==> src/rtl/cypher_detector_param.sv <==
// Cypher detector: scans a valid/ready symbol stream for a loadable KEY_LEN-symbol key,
// counts full matches (saturating) and keeps a running symbol sum compared against a threshold.
module cypher_detector_param #(
  parameter int DATA_W  = 8,
  parameter int KEY_LEN = 4,
  parameter int CNT_W   = 8,
  parameter int SUM_W   = 16,
  localparam int IDX_W  = (KEY_LEN > 1) ? $clog2(KEY_LEN) : 1
) (
  input  logic              clock,
  input  logic              reset,
  input  logic              start,
  input  logic              in_valid,
  input  logic [DATA_W-1:0] in_data,
  input  logic              in_last,
  output logic              in_ready,
  input  logic              key_wr,
  input  logic [IDX_W-1:0]  key_idx,
  input  logic [DATA_W-1:0] key_data,
  input  logic [SUM_W-1:0]  threshold,
  output logic              busy,
  output logic              detect,
  output logic [CNT_W-1:0]  match_count,
  output logic [SUM_W-1:0]  sum_out,
  output logic              sum_ovf,
  output logic              over_threshold,
  output logic              done
);

  // Key storage is padded to a power of two so r_idx can index it without width mismatch.
  localparam int KEY_SLOTS = 1 << IDX_W;

  typedef enum logic [2:0] {
    S_IDLE   = 3'd0,
    S_READ   = 3'd1,
    S_DECIDE = 3'd2,
    S_MATCH  = 3'd3,
    S_MISS   = 3'd4,
    S_SUM    = 3'd5,
    S_COMP   = 3'd6,
    S_DONE   = 3'd7
  } state_t;

  state_t            r_state;
  logic [DATA_W-1:0] r_key [0:KEY_SLOTS-1];
  logic [IDX_W-1:0]  r_idx;
  logic [DATA_W-1:0] r_sym;
  logic              r_last;
  logic              r_detect;
  logic              r_done;
  logic [CNT_W-1:0]  r_cnt;
  logic [SUM_W-1:0]  r_sum;
  logic              r_ovf;
  logic              r_over;

  logic              w_hit;
  logic              w_first;
  logic              w_last_idx;
  logic              w_key_ok;
  logic [SUM_W:0]    w_sum_ext;

  assign w_hit      = (r_sym == r_key[r_idx]);
  assign w_first    = (r_sym == r_key[0]);
  assign w_last_idx = (r_idx == IDX_W'(KEY_LEN - 1));
  assign w_key_ok   = (int'(key_idx) < KEY_LEN);
  assign w_sum_ext  = {1'b0, r_sum} + (SUM_W + 1)'(r_sym);

  assign in_ready       = (r_state == S_READ);
  assign busy           = (r_state != S_IDLE);
  assign detect         = r_detect;
  assign done           = r_done;
  assign match_count    = r_cnt;
  assign sum_out        = r_sum;
  assign sum_ovf        = r_ovf;
  assign over_threshold = r_over;

  // Key slots are writable only while idle; out-of-range slot indices are dropped.
  always_ff @(posedge clock or negedge reset) begin
    if (!reset) begin
      for (int i = 0; i < KEY_SLOTS; i++) begin
        r_key[i] <= '0;
      end
    end else if (key_wr && (r_state == S_IDLE) && w_key_ok) begin
      r_key[key_idx] <= key_data;
    end
  end

  // Control FSM with its datapath registers; detect and done are high for exactly one state.
  always_ff @(posedge clock or negedge reset) begin
    if (!reset) begin
      r_state  <= S_IDLE;
      r_idx    <= '0;
      r_sym    <= '0;
      r_last   <= 1'b0;
      r_detect <= 1'b0;
      r_done   <= 1'b0;
      r_cnt    <= '0;
      r_sum    <= '0;
      r_ovf    <= 1'b0;
      r_over   <= 1'b0;
    end else begin
      r_detect <= 1'b0;
      r_done   <= 1'b0;
      case (r_state)
        S_IDLE: begin
          if (start) begin
            r_state <= S_READ;
            r_sum   <= '0;
            r_ovf   <= 1'b0;
            r_cnt   <= '0;
            r_over  <= 1'b0;
            r_idx   <= '0;
          end else begin
            r_state <= S_IDLE;
          end
        end
        S_READ: begin
          if (in_valid) begin
            r_sym   <= in_data;
            r_last  <= in_last;
            r_state <= S_DECIDE;
          end else begin
            r_state <= S_READ;
          end
        end
        S_DECIDE: begin
          if (w_hit) begin
            r_state  <= S_MATCH;
            r_detect <= w_last_idx;
          end else begin
            r_state  <= S_MISS;
          end
        end
        S_MATCH: begin
          if (w_last_idx) begin
            r_idx <= '0;
            if (r_cnt != {CNT_W{1'b1}}) begin
              r_cnt <= r_cnt + CNT_W'(1);
            end else begin
              r_cnt <= r_cnt;
            end
          end else begin
            r_idx <= r_idx + IDX_W'(1);
          end
          r_state <= S_SUM;
        end
        S_MISS: begin
          // Restart rule: a mismatching symbol may still open a new attempt at slot 0.
          if ((KEY_LEN > 1) && w_first) begin
            r_idx <= IDX_W'(1);
          end else begin
            r_idx <= '0;
          end
          r_state <= S_SUM;
        end
        S_SUM: begin
          r_sum <= w_sum_ext[SUM_W-1:0];
          if (w_sum_ext[SUM_W]) begin
            r_ovf <= 1'b1;
          end else begin
            r_ovf <= r_ovf;
          end
          r_state <= S_COMP;
        end
        S_COMP: begin
          r_over <= (r_sum >= threshold);
          if (r_last) begin
            r_state <= S_DONE;
            r_done  <= 1'b1;
          end else begin
            r_state <= S_READ;
          end
        end
        S_DONE: begin
          r_state <= S_IDLE;
        end
        default: begin
          r_state <= S_IDLE;
        end
      endcase
    end
  end

endmodule
==> config.mk <==
export PLATFORM = sky130hd
export DESIGN_NAME = cypher_detector_param
export DESIGN_NICKNAME = d
export VERILOG_FILES = /design/src/rtl/cypher_detector_param.sv
export SDC_FILE = /design/constraint.sdc
export NUM_CORES = 1
export LEC_CHECK = 0
export ABC_AREA = 1
export ABC_CLOCK_PERIOD_IN_PS = 5850
export CAP_MARGIN = 40
export CORE_ASPECT_RATIO = 0.8
export CORE_UTILIZATION = 25
export DETAILED_ROUTE_END_ITERATION = 6
export GPL_TIMING_DRIVEN = 0
export MAX_ROUTING_LAYER = met4
export PLACE_DENSITY = 0.42
export SETUP_SLACK_MARGIN = 0.15
export SLEW_MARGIN = 10
export SYNTH_ARGS = -nofsm -noshare
export SYNTH_HDL_FRONTEND = slang
export SYNTH_SLANG_ARGS = --single-unit
==> constraint.sdc <==
create_clock -name clock -period 5.85 [get_ports clock]
set_clock_uncertainty 0.2 [all_clocks]
set_input_delay 0.585 -clock clock [delete_from_list [all_inputs] [get_ports clock]]
set_output_delay 0.585 -clock clock [all_outputs]
set_load 0.02 [all_outputs]
* Word level (Yosys, flattened, before mapping)
Index checks and enable logic that the tools add are counted.
W data, S select, Z words.
** Word-level totals
- Output and inout port bits :: 30
- Flip-flop bits (word level) :: 74
- Input bits :: 40
- Logic and storage cells :: 82
** Cells by class
- $lt $le $gt $ge :: 4
- Equal/unequal tests :: 15
- Add/subtract/negate cells :: 3
- Reduce and logical (&&, ||, !) cells :: 15
- Bitwise operators :: 2
- Multiplexer cells :: 29
** Operators with widths (count)
- $mux W8 :: 6
- $bwmux W32 :: 1
- $pmux W16 S2 :: 1
- $pmux W3 S7 :: 1
- $add A16 B8 Y17 :: 1
- $bmux W8 S2 :: 1
- $demux W8 S2 :: 1
- $eq A8 B8 Y1 :: 2
- $ge A16 B16 Y1 :: 1
- $mux W16 :: 1
- $pmux W8 S2 :: 1
- $eq A3 B3 Y1 const B :: 4
- $add A8 B1 Y8 const B :: 1
- $mux W1 :: 8
- $ne A2 B2 Y1 const B :: 4
- $ne A8 B8 Y1 const B :: 1
- $reduce_and A2 Y1 :: 4
- $eq A3 B2 Y1 const B :: 2
- $ge A3 B3 Y1 const B :: 2
- $mux W2 :: 3
- $mux W3 :: 2
- $not A2 Y3 :: 2
- $pmux W2 S3 :: 1
- $reduce_bool A2 Y1 :: 3
- 11 further kinds :: 14

* Depth between registers and ports, before layout
Gate-level depths: netlist of run 1.
- Depth in word-level cells :: 7
- Gate-level depth with buffers :: 13
- Mapped depth without buffers :: 12

* Worst setup path after synthesis of run 1
Ideal clock, no wire load.
- Path type :: flip-flop to flip-flop
- Start :: reg r_sum[0], in the netlist sum_out[0]
- End :: reg r_sum[14], in the netlist sum_out[14]
- Slack :: 3.817 ns
- Cell stages (with the launch flop) :: 12
- Library setup time :: 0.113 ns
- Path buffers :: 0
- Period minus slack after synthesis :: 2.033 ns
- Data required time :: 5.537 ns
- Arrival :: 1.720 ns
- Cell sequence :: dfrtp_1 > ha_1 > inv_1 > fa_1 > inv_1 > nand3_1 > nand2_1 > nand4_1 > nand2_1 > nand4_1 > nand2_1 > inv_1
** On the way
- Longest elaborated chain between the ends :: 2
** RTL lines
- from (decl) :: RTL line 52 : logic [SUM_W-1:0] r_sum;
- from (signal assigned) :: RTL line 157 : r_sum <= w_sum_ext[SUM_W-1:0];
- $add A16 B8 Y17 :: RTL line 66 : assign w_sum_ext = {1'b0, r_sum} + (SUM_W + 1)'(r_sym);
- $pmux W16 S2 :: RTL line 104 : case (r_state)
Every way passes these cells.
A chain may end at the register's enable or synchronous reset.

* Worst setup path in the final report of run 1
- Start :: reg r_state[2]
- End :: out in_ready
** On the way
- Longest elaborated chain between the ends :: 1
** RTL lines
- from (decl) :: RTL line 44 : state_t r_state;
- from (signal assigned) :: RTL line 91 : r_state <= S_IDLE;
- from (signal assigned) :: RTL line 107 : r_state <= S_READ;
- from (signal assigned) :: RTL line 114 : r_state <= S_IDLE;
- $eq A3 B1 Y1 :: RTL line 68 : assign in_ready = (r_state == S_READ);
- to (decl) :: RTL line 16 : output logic in_ready,
Every way passes these cells.

==> out/metrics.cfg, run 1 <==
[worst_setup_path]
path_cells = nor2_1 > nand2_1 > inv_1 > clkdlybuf4s50_1
worstReg2RegStart = r_sym[0]$_DFFE_PN0P_
r2r-end = sum_out[14]$_DFFE_PN0P_
crit_required_ns = 5.07
cp_top_family = buffers and inverters
critPathBufInv = 2
cpMaxStageDelayCell = clkdlybuf4s50_1
crit_type = flip-flop to output port
cp_slowest_stage_delay_ns = 0.64
r2r_slack_ns = 3.58
path_max_fanout = 4
start_kind = flip-flop
cp-end-kind = output port
reg2reg_depth = 12
arrival_ns = 1.78

[route]
drtAntennaViolNets = 0
drt-initial-drc-count = 212
first_pass_iters = 7
vias = 3947
avgRoutedWirePerCell_um = 14.0
routed_via_density = 4.53
drcViolationCount = 6
wirelength_um = 12200

[logic_synthesis]
ys_ff_latch = 74
syn_inst = 562
synthMuxAreaShare = 0.0697
synthFlopType = dfrtp_1
syn_nets = 629
yosys.area_share.simple = 0.257
yosys.area.top_type = dfrtp_1
synth_adder_area_share = 0.0764
synth_enable_flop_cells = 0
synth_top_family_by_area = simple AND/OR/NAND/NOR gates
ys_top_cells_by_area = dfrtp_1 41%, nand2_1 12%, ha_1 7.2%
avgSynthCellArea_um2 = 8.04
synth_compound_area_frac = 0.0858
yosysUniqueCellTypes = 34
syn_area_um2 = 4520
yosysSeqAreaShare = 0.410
ys_warn_count = 0
synthXorXnorAreaFrac = 0.0213
yosysTopAreaCellShare = 0.410
synthArstFlopShare = 1.00

[clock_network]
clock-sinks = 74
cts_resized = 0
clk_latency_ns = 0.33
cts_made_buffers = 9
cts_setup_buffers = 0
clockBufferDepth = 2
ctsHoldBuffers = 0
cts_tree = yes
h-tree-depth = 3
cts_root_buf = clkbuf_16
clk_pin_slew_ns = 0.06

[sta]
max_slew_margin = 0.655
period_share = 0.439
tightest_slew_ns = 0.518
min_period_ns = 2.57
rsz0062_at_grt = false
setup_tns_ns = 0
slew_viol_final = 0
setup_viol_count_final = 0
max_freq_mhz = 390
final_hold_viol_count = 0

[pwr]
power.total_mw = 2.69
ir_worst_vdd_uv = 171
p_int_mw = 1.56
p_seq_frac = 0.325
p_clk_frac = 0.204
power.leakage_nw = 2.81
switching_share = 0.421
p_per_area_nw_per_um2 = 465
p_sw_mw = 1.14
combPwrFrac = 0.471

[grt]
antenna_found_initial = 0
grt-ovfl-total = 0
grt_usage = 0.144
grt_max_degree = 39
grt_first_pass_wirelength_um = 20200
grt_pass1_vias = 3842

[run_status]
status = finished, violations left
violations = DRC

[final_layout]
final_common_cell = nand2_1
most-common-layout-cells = 146 x nand2_1, 74 x inv_1, 74 x dfrtp_1, 68 x clkdlybuf4s50_1, 54 x nand3_1
final_nets = 710
post_route_cells_drive_above_1_share = 0.100
synthToLayoutAreaGrowth_pct = 28.3
n_fill_cell = 1865
fin_area_um2 = 5800
diodes = 0
multi_input_area_um2 = 2310
seq_area_um2 = 1850

[floorplanning]
die_h_um = 122
ioPinCount = 70
coreArea_um2 = 17500
dieArea_um2 = 18600
start_util = 0.258
fp.dieW_um = 152
rows = 43

[worst_hold_path]
min_path_type = input pin to asynchronous set/reset pin

[placement]
post_dp_cell_area_um2 = 5510
port_buffers = 69
place.gp.congestion = 0.784
dp_hpwl_um = 9650

[run]
drv_cap = 0

==> state kept, by name (all words and copies together), names as in the netlist <==
register,count
r_key,32
sum_out,16
match_count,8
r_sym,8
r_state,3
r_idx,2
detect,1
done,1
over_threshold,1
r_last,1
sum_ovf,1
==> power groups by stage <==
stage / clock (mW) / combinational, mW / sequential, mW
after floorplan: 0 / 0.861 / 0.877
after global placement: 0 / 1.26 / 0.883
after detailed placement: 0 / 1.27 / 0.890
after CTS: 0.567 / 1.28 / 0.882
after global routing: 0.590 / 1.45 / 0.913
final: 0.550 / 1.27 / 0.875
==> cell usage after synthesis, types with 3 or more instances <==
| cell type | number |
|---|---|
| a21oi_1 | 30 |
| buf_2 | 4 |
| dfrtp_1 | 74 |
| ha_1 | 26 |
| inv_1 | 74 |
| inv_2 | 4 |
| mux2_2 | 27 |
| nand2_1 | 146 |
| nand2_2 | 3 |
| nand3_1 | 54 |
| nand4_1 | 8 |
| nor2_1 | 32 |
| nor3_1 | 9 |
| nor3_4 | 4 |
| o21ai_0 | 32 |
| o31ai_1 | 3 |
| xor2_1 | 10 |
==> how the worst max path moves through the flow <==
| stage | end | depth (start not counted) | from |
|---|---|---|---|
| 2_1_floorplan | sum_out[14]$_DFFE_PN0P_ | 11 | sum_out[0]$_DFFE_PN0P_ |
| 3_3_place_gp | r_key[3]$_DFFE_PN0P_ | 1 | reset |
| 3_5_place_dp | r_key[8]$_DFFE_PN0P_ | 4 | key_idx[1] |
| 4_1_cts | in_ready | 4 | r_state[2]$_DFF_PN0_ |
| 5_1_grt | in_ready | 4 | r_state[2]$_DFF_PN0_ |
| 6_report | in_ready | 4 | r_state[2]$_DFF_PN0_ |
==> layout make-up <==
class / count / share of cell area
multi-input combinational: 399 / 0.398
clock inverter: 2 / 0.00647
clock buffer: 13 / 0.0432
timing repair buffer: 70 / 0.122
tap: 225 / 0.0486
sequential: 74 / 0.319
buffer: 9 / 0.0106
inverter: 80 / 0.0520
==> per-stage QoR <==
stage | std cells | setup WS, ns | hold WS, ns | utilization
floorplan | 562 | 3.82 | 0.0894 | -
global placement | 856 | 1.14 | 0.270 | 0.313
detailed placement | 857 | 3.27 | 0.289 | 0.314
CTS | 872 | 3.26 | 0.0372 | 0.331
global route | 872 | 3.17 | 0.0647 | 0.331
finish | 872 | 3.28 | 0.0157 | 0.331
==> logic make-up after synthesis <==
group	Yosys count
AOI/OAI and AO/OA	73
xor gates and xnor gates	11
adders and majority gates	27
buffers and inverters	89
DFF	74
muxes	28
and+or+nand+nor	260
==> routing by layer <==
metal  share of wire  GRT usage  vias to the layer above  routed length [um]
li1                -          -                     1995                   -
met5               0          -                        -                   0
met1            0.54      0.201                     1885                6540
met4           0.011     0.0389                        0                 129
met2            0.42      0.213                       56                5180
met3           0.029     0.0268                       11                 351
Note: power is estimated with default switching activity, not from simulation.
==> inputs of run 2 (changes only) <==
ABC_CLOCK_PERIOD_IN_PS = 2600   (was 5850)
clock period = 2.6 ns   (was 5.85 ns; I/O delays follow)
==> run 2 against run 1 <==
Effect of this change: the flow still finishes with violations (DRC); register-to-register slack got worse by 3.2 ns; wire length rose by 0.27%; sequential power rose by 130%; clock power rose by 130%; non-clock buffer count up 1; global-route usage about the same; final cell count rose by 0.11%; critical path type unchanged; critical endpoint unchanged; highest routed layer unchanged.
==> out/metrics.cfg, run 2 (synthesized netlist as in run 1, its figures left out) <==
[run_status]
status = finished, violations left
violations = DRC

[route]
first_pass_iters = 7
wirelength_um = 12200
avgRoutedWirePerCell_um = 14.0
drt-initial-drc-count = 213
vias = 3944
drtAntennaViolNets = 0
drcViolationCount = 6
routed_via_density = 4.52

[placement]
port_buffers = 69
post_dp_cell_area_um2 = 5510
dp_hpwl_um = 9650
place.gp.congestion = 0.784

[pwr]
p_sw_mw = 2.56
switching_share = 0.421
p_clk_frac = 0.204
p_int_mw = 3.51
combPwrFrac = 0.472
ir_worst_vdd_uv = 379
p_seq_frac = 0.325
p_per_area_nw_per_um2 = 1040
power.leakage_nw = 2.82
power.total_mw = 6.07

[grt]
grt-ovfl-total = 0
antenna_found_initial = 0
grt_max_degree = 39
grt_usage = 0.144
grt_first_pass_wirelength_um = 20200
grt_pass1_vias = 3845

[floorplanning]
ioPinCount = 70
coreArea_um2 = 17500
die_h_um = 122
dieArea_um2 = 18600
rows = 43
fp.dieW_um = 152
start_util = 0.258

[run]
drv_cap = 0

[sta]
rsz0062_at_grt = false
tightest_slew_ns = 0.519
period_share = 0.861
min_period_ns = 2.24
slew_viol_final = 0
final_hold_viol_count = 0
max_slew_margin = 0.654
setup_viol_count_final = 0
setup_tns_ns = 0
max_freq_mhz = 447

[clock_network]
clock-sinks = 74
cts_made_buffers = 9
cts_root_buf = clkbuf_16
h-tree-depth = 3
cts_setup_buffers = 0
clk_pin_slew_ns = 0.06
clk_latency_ns = 0.33
clockBufferDepth = 2
cts_tree = yes

[final_layout]
diodes = 0
final_common_cell = nand2_1
fin_area_um2 = 5810
multi_input_area_um2 = 2310
n_fill_cell = 1863
largest_reg_flops = 32
post_route_cells_drive_above_1_share = 0.102
seq_area_um2 = 1850
regMostFlops = r_key
final_nets = 711
synthToLayoutAreaGrowth_pct = 28.5
most-common-layout-cells = 145 x nand2_1, 74 x inv_1, 74 x dfrtp_1, 68 x clkdlybuf4s50_1, 54 x nand3_1

[worst_setup_path]
crit_required_ns = 2.14
arrival_ns = 1.78
cp-end-kind = output port
path_max_fanout = 4
start_kind = flip-flop
crit_type = flip-flop to output port

[worst_hold_path]
min_path_type = input pin to asynchronous set/reset pin

-- run 2: metal layers --
metal,vias up,GRT usage,part of all wire
met5,-,-,0
met4,0,0.0389,0.0056
met3,5,0.0265,0.025
met2,53,0.213,0.43
met1,1887,0.201,0.54
li1,1999,-,-
-- run 2: critical path, stage by stage, from the launching register on --
cell and delay, ns:
dfrtp_1 0.43, nor2_1 0.18, nand2_1 0.09, inv_1 0.11, clkdlybuf4s50_1 0.64
-- run 2: final timing paths --
path,cells after the start,slack (ns),startpoint,to
max in group asynchronous,3,1.36,reset,r_sym[4]$_DFFE_PN0P_
worst max register to register,11,0.36,r_sym[0]$_DFFE_PN0P_,sum_out[8]$_DFFE_PN0P_
worst min register to register,1,0.31,r_key[5]$_DFFE_PN0P_,r_key[5]$_DFFE_PN0P_
min in group clock,1,0.31,r_key[5]$_DFFE_PN0P_,r_key[5]$_DFFE_PN0P_
worst min-delay path,2,0.24,reset,sum_out[15]$_DFFE_PN0P_
worst max-delay path,4,0.36,r_state[2]$_DFF_PN0_,in_ready
-- run 2: layout make-up --
cell class | instances | area share
buffer | 9 | 0.0106
clock buffer | 13 | 0.0431
clock inverter | 2 | 0.00646
inverter | 80 | 0.0519
multi-input combinational | 399 | 0.397
sequential | 74 | 0.319
tap | 225 | 0.0484
timing repair buffer | 71 | 0.124
-- run 2: power groups by stage --
stage	sequential (mW)	combinational (mW)	clock [mW]
5_1_grt	2.05	3.27	1.33
2_1_floorplan	1.97	1.94	0
3_5_place_dp	2.00	2.86	0
3_3_place_gp	1.99	2.83	0
4_1_cts	1.98	2.88	1.28
6_report	1.97	2.86	1.24
-- run 2: through the flow --
stage               setup WS, ns  utilization  hold slack (ns)  cells
detailed placement         0.337        0.314           0.0727    857
CTS                        0.311        0.331            0.263    873
finish                     0.361        0.331            0.238    873
global route               0.172        0.331            0.299    873
global placement           -1.78        0.313            0.270    856
floorplan                  0.567            -           -0.236    562
-- run 2: repair_timing --
item,CTS,global route
setup endpoints to repair,0,2
hold buffers,1,0
endpoints found under the hold margin,36,0
gates resized for setup,0,2
==> edit: new RTL, settings of run 2 <==
Register the output `match_count` once more, without a reset; this adds one clock of latency there. The other outputs are not delayed to match.
--- a/src/rtl/cypher_detector_param.sv
+++ b/src/rtl/cypher_detector_param.sv
@@ -70,5 +70,7 @@
   assign detect         = r_detect;
   assign done           = r_done;
-  assign match_count    = r_cnt;
+  always_ff @(posedge clock) begin
+    match_count <= r_cnt;
+  end
   assign sum_out        = r_sum;
   assign sum_ovf        = r_ovf;
Function: same outputs for any inputs over 10 cycles, from zero or initial values and one cycle with reset low; that may be too few to reach the edited logic, so the function may still have changed.
==> edit against run 2 <==
- total power is 2.6% higher
- area after synthesis is 1.5% higher
- sequential cell count is 8 higher
- global-route usage is 0.33 points lower
- highest routed layer unchanged
- design area is 1.1% higher
- setup slack worse by 37 ps
- routed wire length is 3.0% lower
- first-iteration DRC count is 25% lower
==> edit: results (changes against run 2) <==
The fraction of met1 tracks used by global routing is 19.65% (was 20.08%). The global routing met2 resource utilization came out at 20.80% (was 21.34%). The arrival time at the worst endpoint is 1820 ps (was 1780 ps). The transition time at the pin with the least slew margin is 499.5 ps (was 519.3 ps).

The maximum net fanout on the critical path was 6 (was 4). The final net count is 702 (was 711). The first-pass iteration count of the detailed router is 4 (was 7). The leakage power of the design came to 2.780 nW (was 2.818 nW).

The wire length on met3 came out at 423 µm (was 306 µm). The detailed-route vias per instance came out at 4.414 (was 4.518). The fraction of registers with async set or reset after synthesis is 90.24% (was 100.0%). The wire length of the first global-routing pass is 20000 µm (was 20200 µm). The maximum number of pins on one net before global-route repair came out at 62 (was 39). The area share of fa/ha/maj cells after synthesis is 7.525% (was 7.639%). The register area share after synthesis is 43.84% (was 40.96%).

The met1 routed wirelength after detailed routing came to 6410 µm (was 6631 µm). Top cells by area, synth: sky130_fd_sc_hd__dfrtp_1, sky130_fd_sc_hd__nand2_1, sky130_fd_sc_hd__ha_1 (unchanged). The delay of the slowest cell on the worst path is 560 ps (was 640 ps). The half-perimeter wire length of the detailed placement result came to 9117 µm (was 9649 µm).

The critical path capture point is busy (was in_ready). The total nets after synthesis is 620 (was 629). The startpoint of the most critical setup path is r_state[1] (was r_state[2]). The number of design-rule violations left by the first detailed-router iteration was 160 (was 213). Outcome: finished, final reports clean (was finished with violations). The peak ir drop on the vdd network is 0.4048 mV (was 0.3790 mV). The multiplexer fraction of the synthesized cell area came to 6.625% (was 6.975%). Top cell types by occurrence after synthesis: sky130_fd_sc_hd__nand2_1, sky130_fd_sc_hd__dfrtp_1, sky130_fd_sc_hd__inv_1, sky130_fd_sc_hd__nand3_1, sky130_fd_sc_hd__nor2_1 (was sky130_fd_sc_hd__nand2_1, sky130_fd_sc_hd__dfrtp_1, sky130_fd_sc_hd__inv_1, sky130_fd_sc_hd__nand3_1).
==> edit: through the flow <==
stage | worst slack [ps] | TNS [ps] | instances
finish | 324.4 | 0 | 864
global route | 135.0 | 0 | 864
CTS | 220.8 | 0 | 864
detailed placement | 347.8 | 0 | 848
global placement | -1739 | -128090 | 847
floorplan | 517.8 | 0 | 553
==> edit: cells by family after synthesis <==
logic type / count (synthesis)
AND/OR/NAND/NOR: 254
multiplexers: 27
XOR/XNOR: 10
adder cells (fa/ha/maj): 27
flip-flops: 82
buffers and inverters: 79
AO/OA/AOI/OAI: 74
==> edit: layout make-up <==
class | instances | area (µm²)
fillers | 1856 | 11780
multi-input cells | 392 | 2282
flip-flops and latches | 82 | 2012
repair buffers | 71 | 725.7
well taps | 225 | 281.5
inverters | 71 | 266.5
clock buffers | 10 | 229.0
plain buffers | 8 | 42.54
clock inverters | 5 | 32.53
==> edit: worst min-delay path by stage <==
stage                         from        endpoint  slack (ps)  cells after the start
after floorplan              reset          detect        -240                      0
after global placement    r_cnt[4]  match_count[4]         230                      0
after detailed placement     reset     sum_out[15]         -60                      1
after CTS                    reset        r_cnt[7]         120                      2
after global routing         reset        r_cnt[6]         130                      2
final                        reset        r_cnt[6]         130                      2
==> edit: repair_timing <==
item / in CTS / in global routing
hold endpoints to repair: 74 / 0
endpoints found under the setup margin: 0 / 2
gates resized for setup: 0 / 2
hold buffers: 1 / 0
==> edit: power by group through the flow <==
stage	Sequential [mW]	Clock (mW)	Combinational [mW]
2_1_floorplan	2.17	0	1.95
3_3_place_gp	2.17	0	2.86
3_5_place_dp	2.18	0	2.90
4_1_cts	2.16	1.21	2.92
5_1_grt	2.23	1.26	3.37
6_report	2.15	1.16	2.91
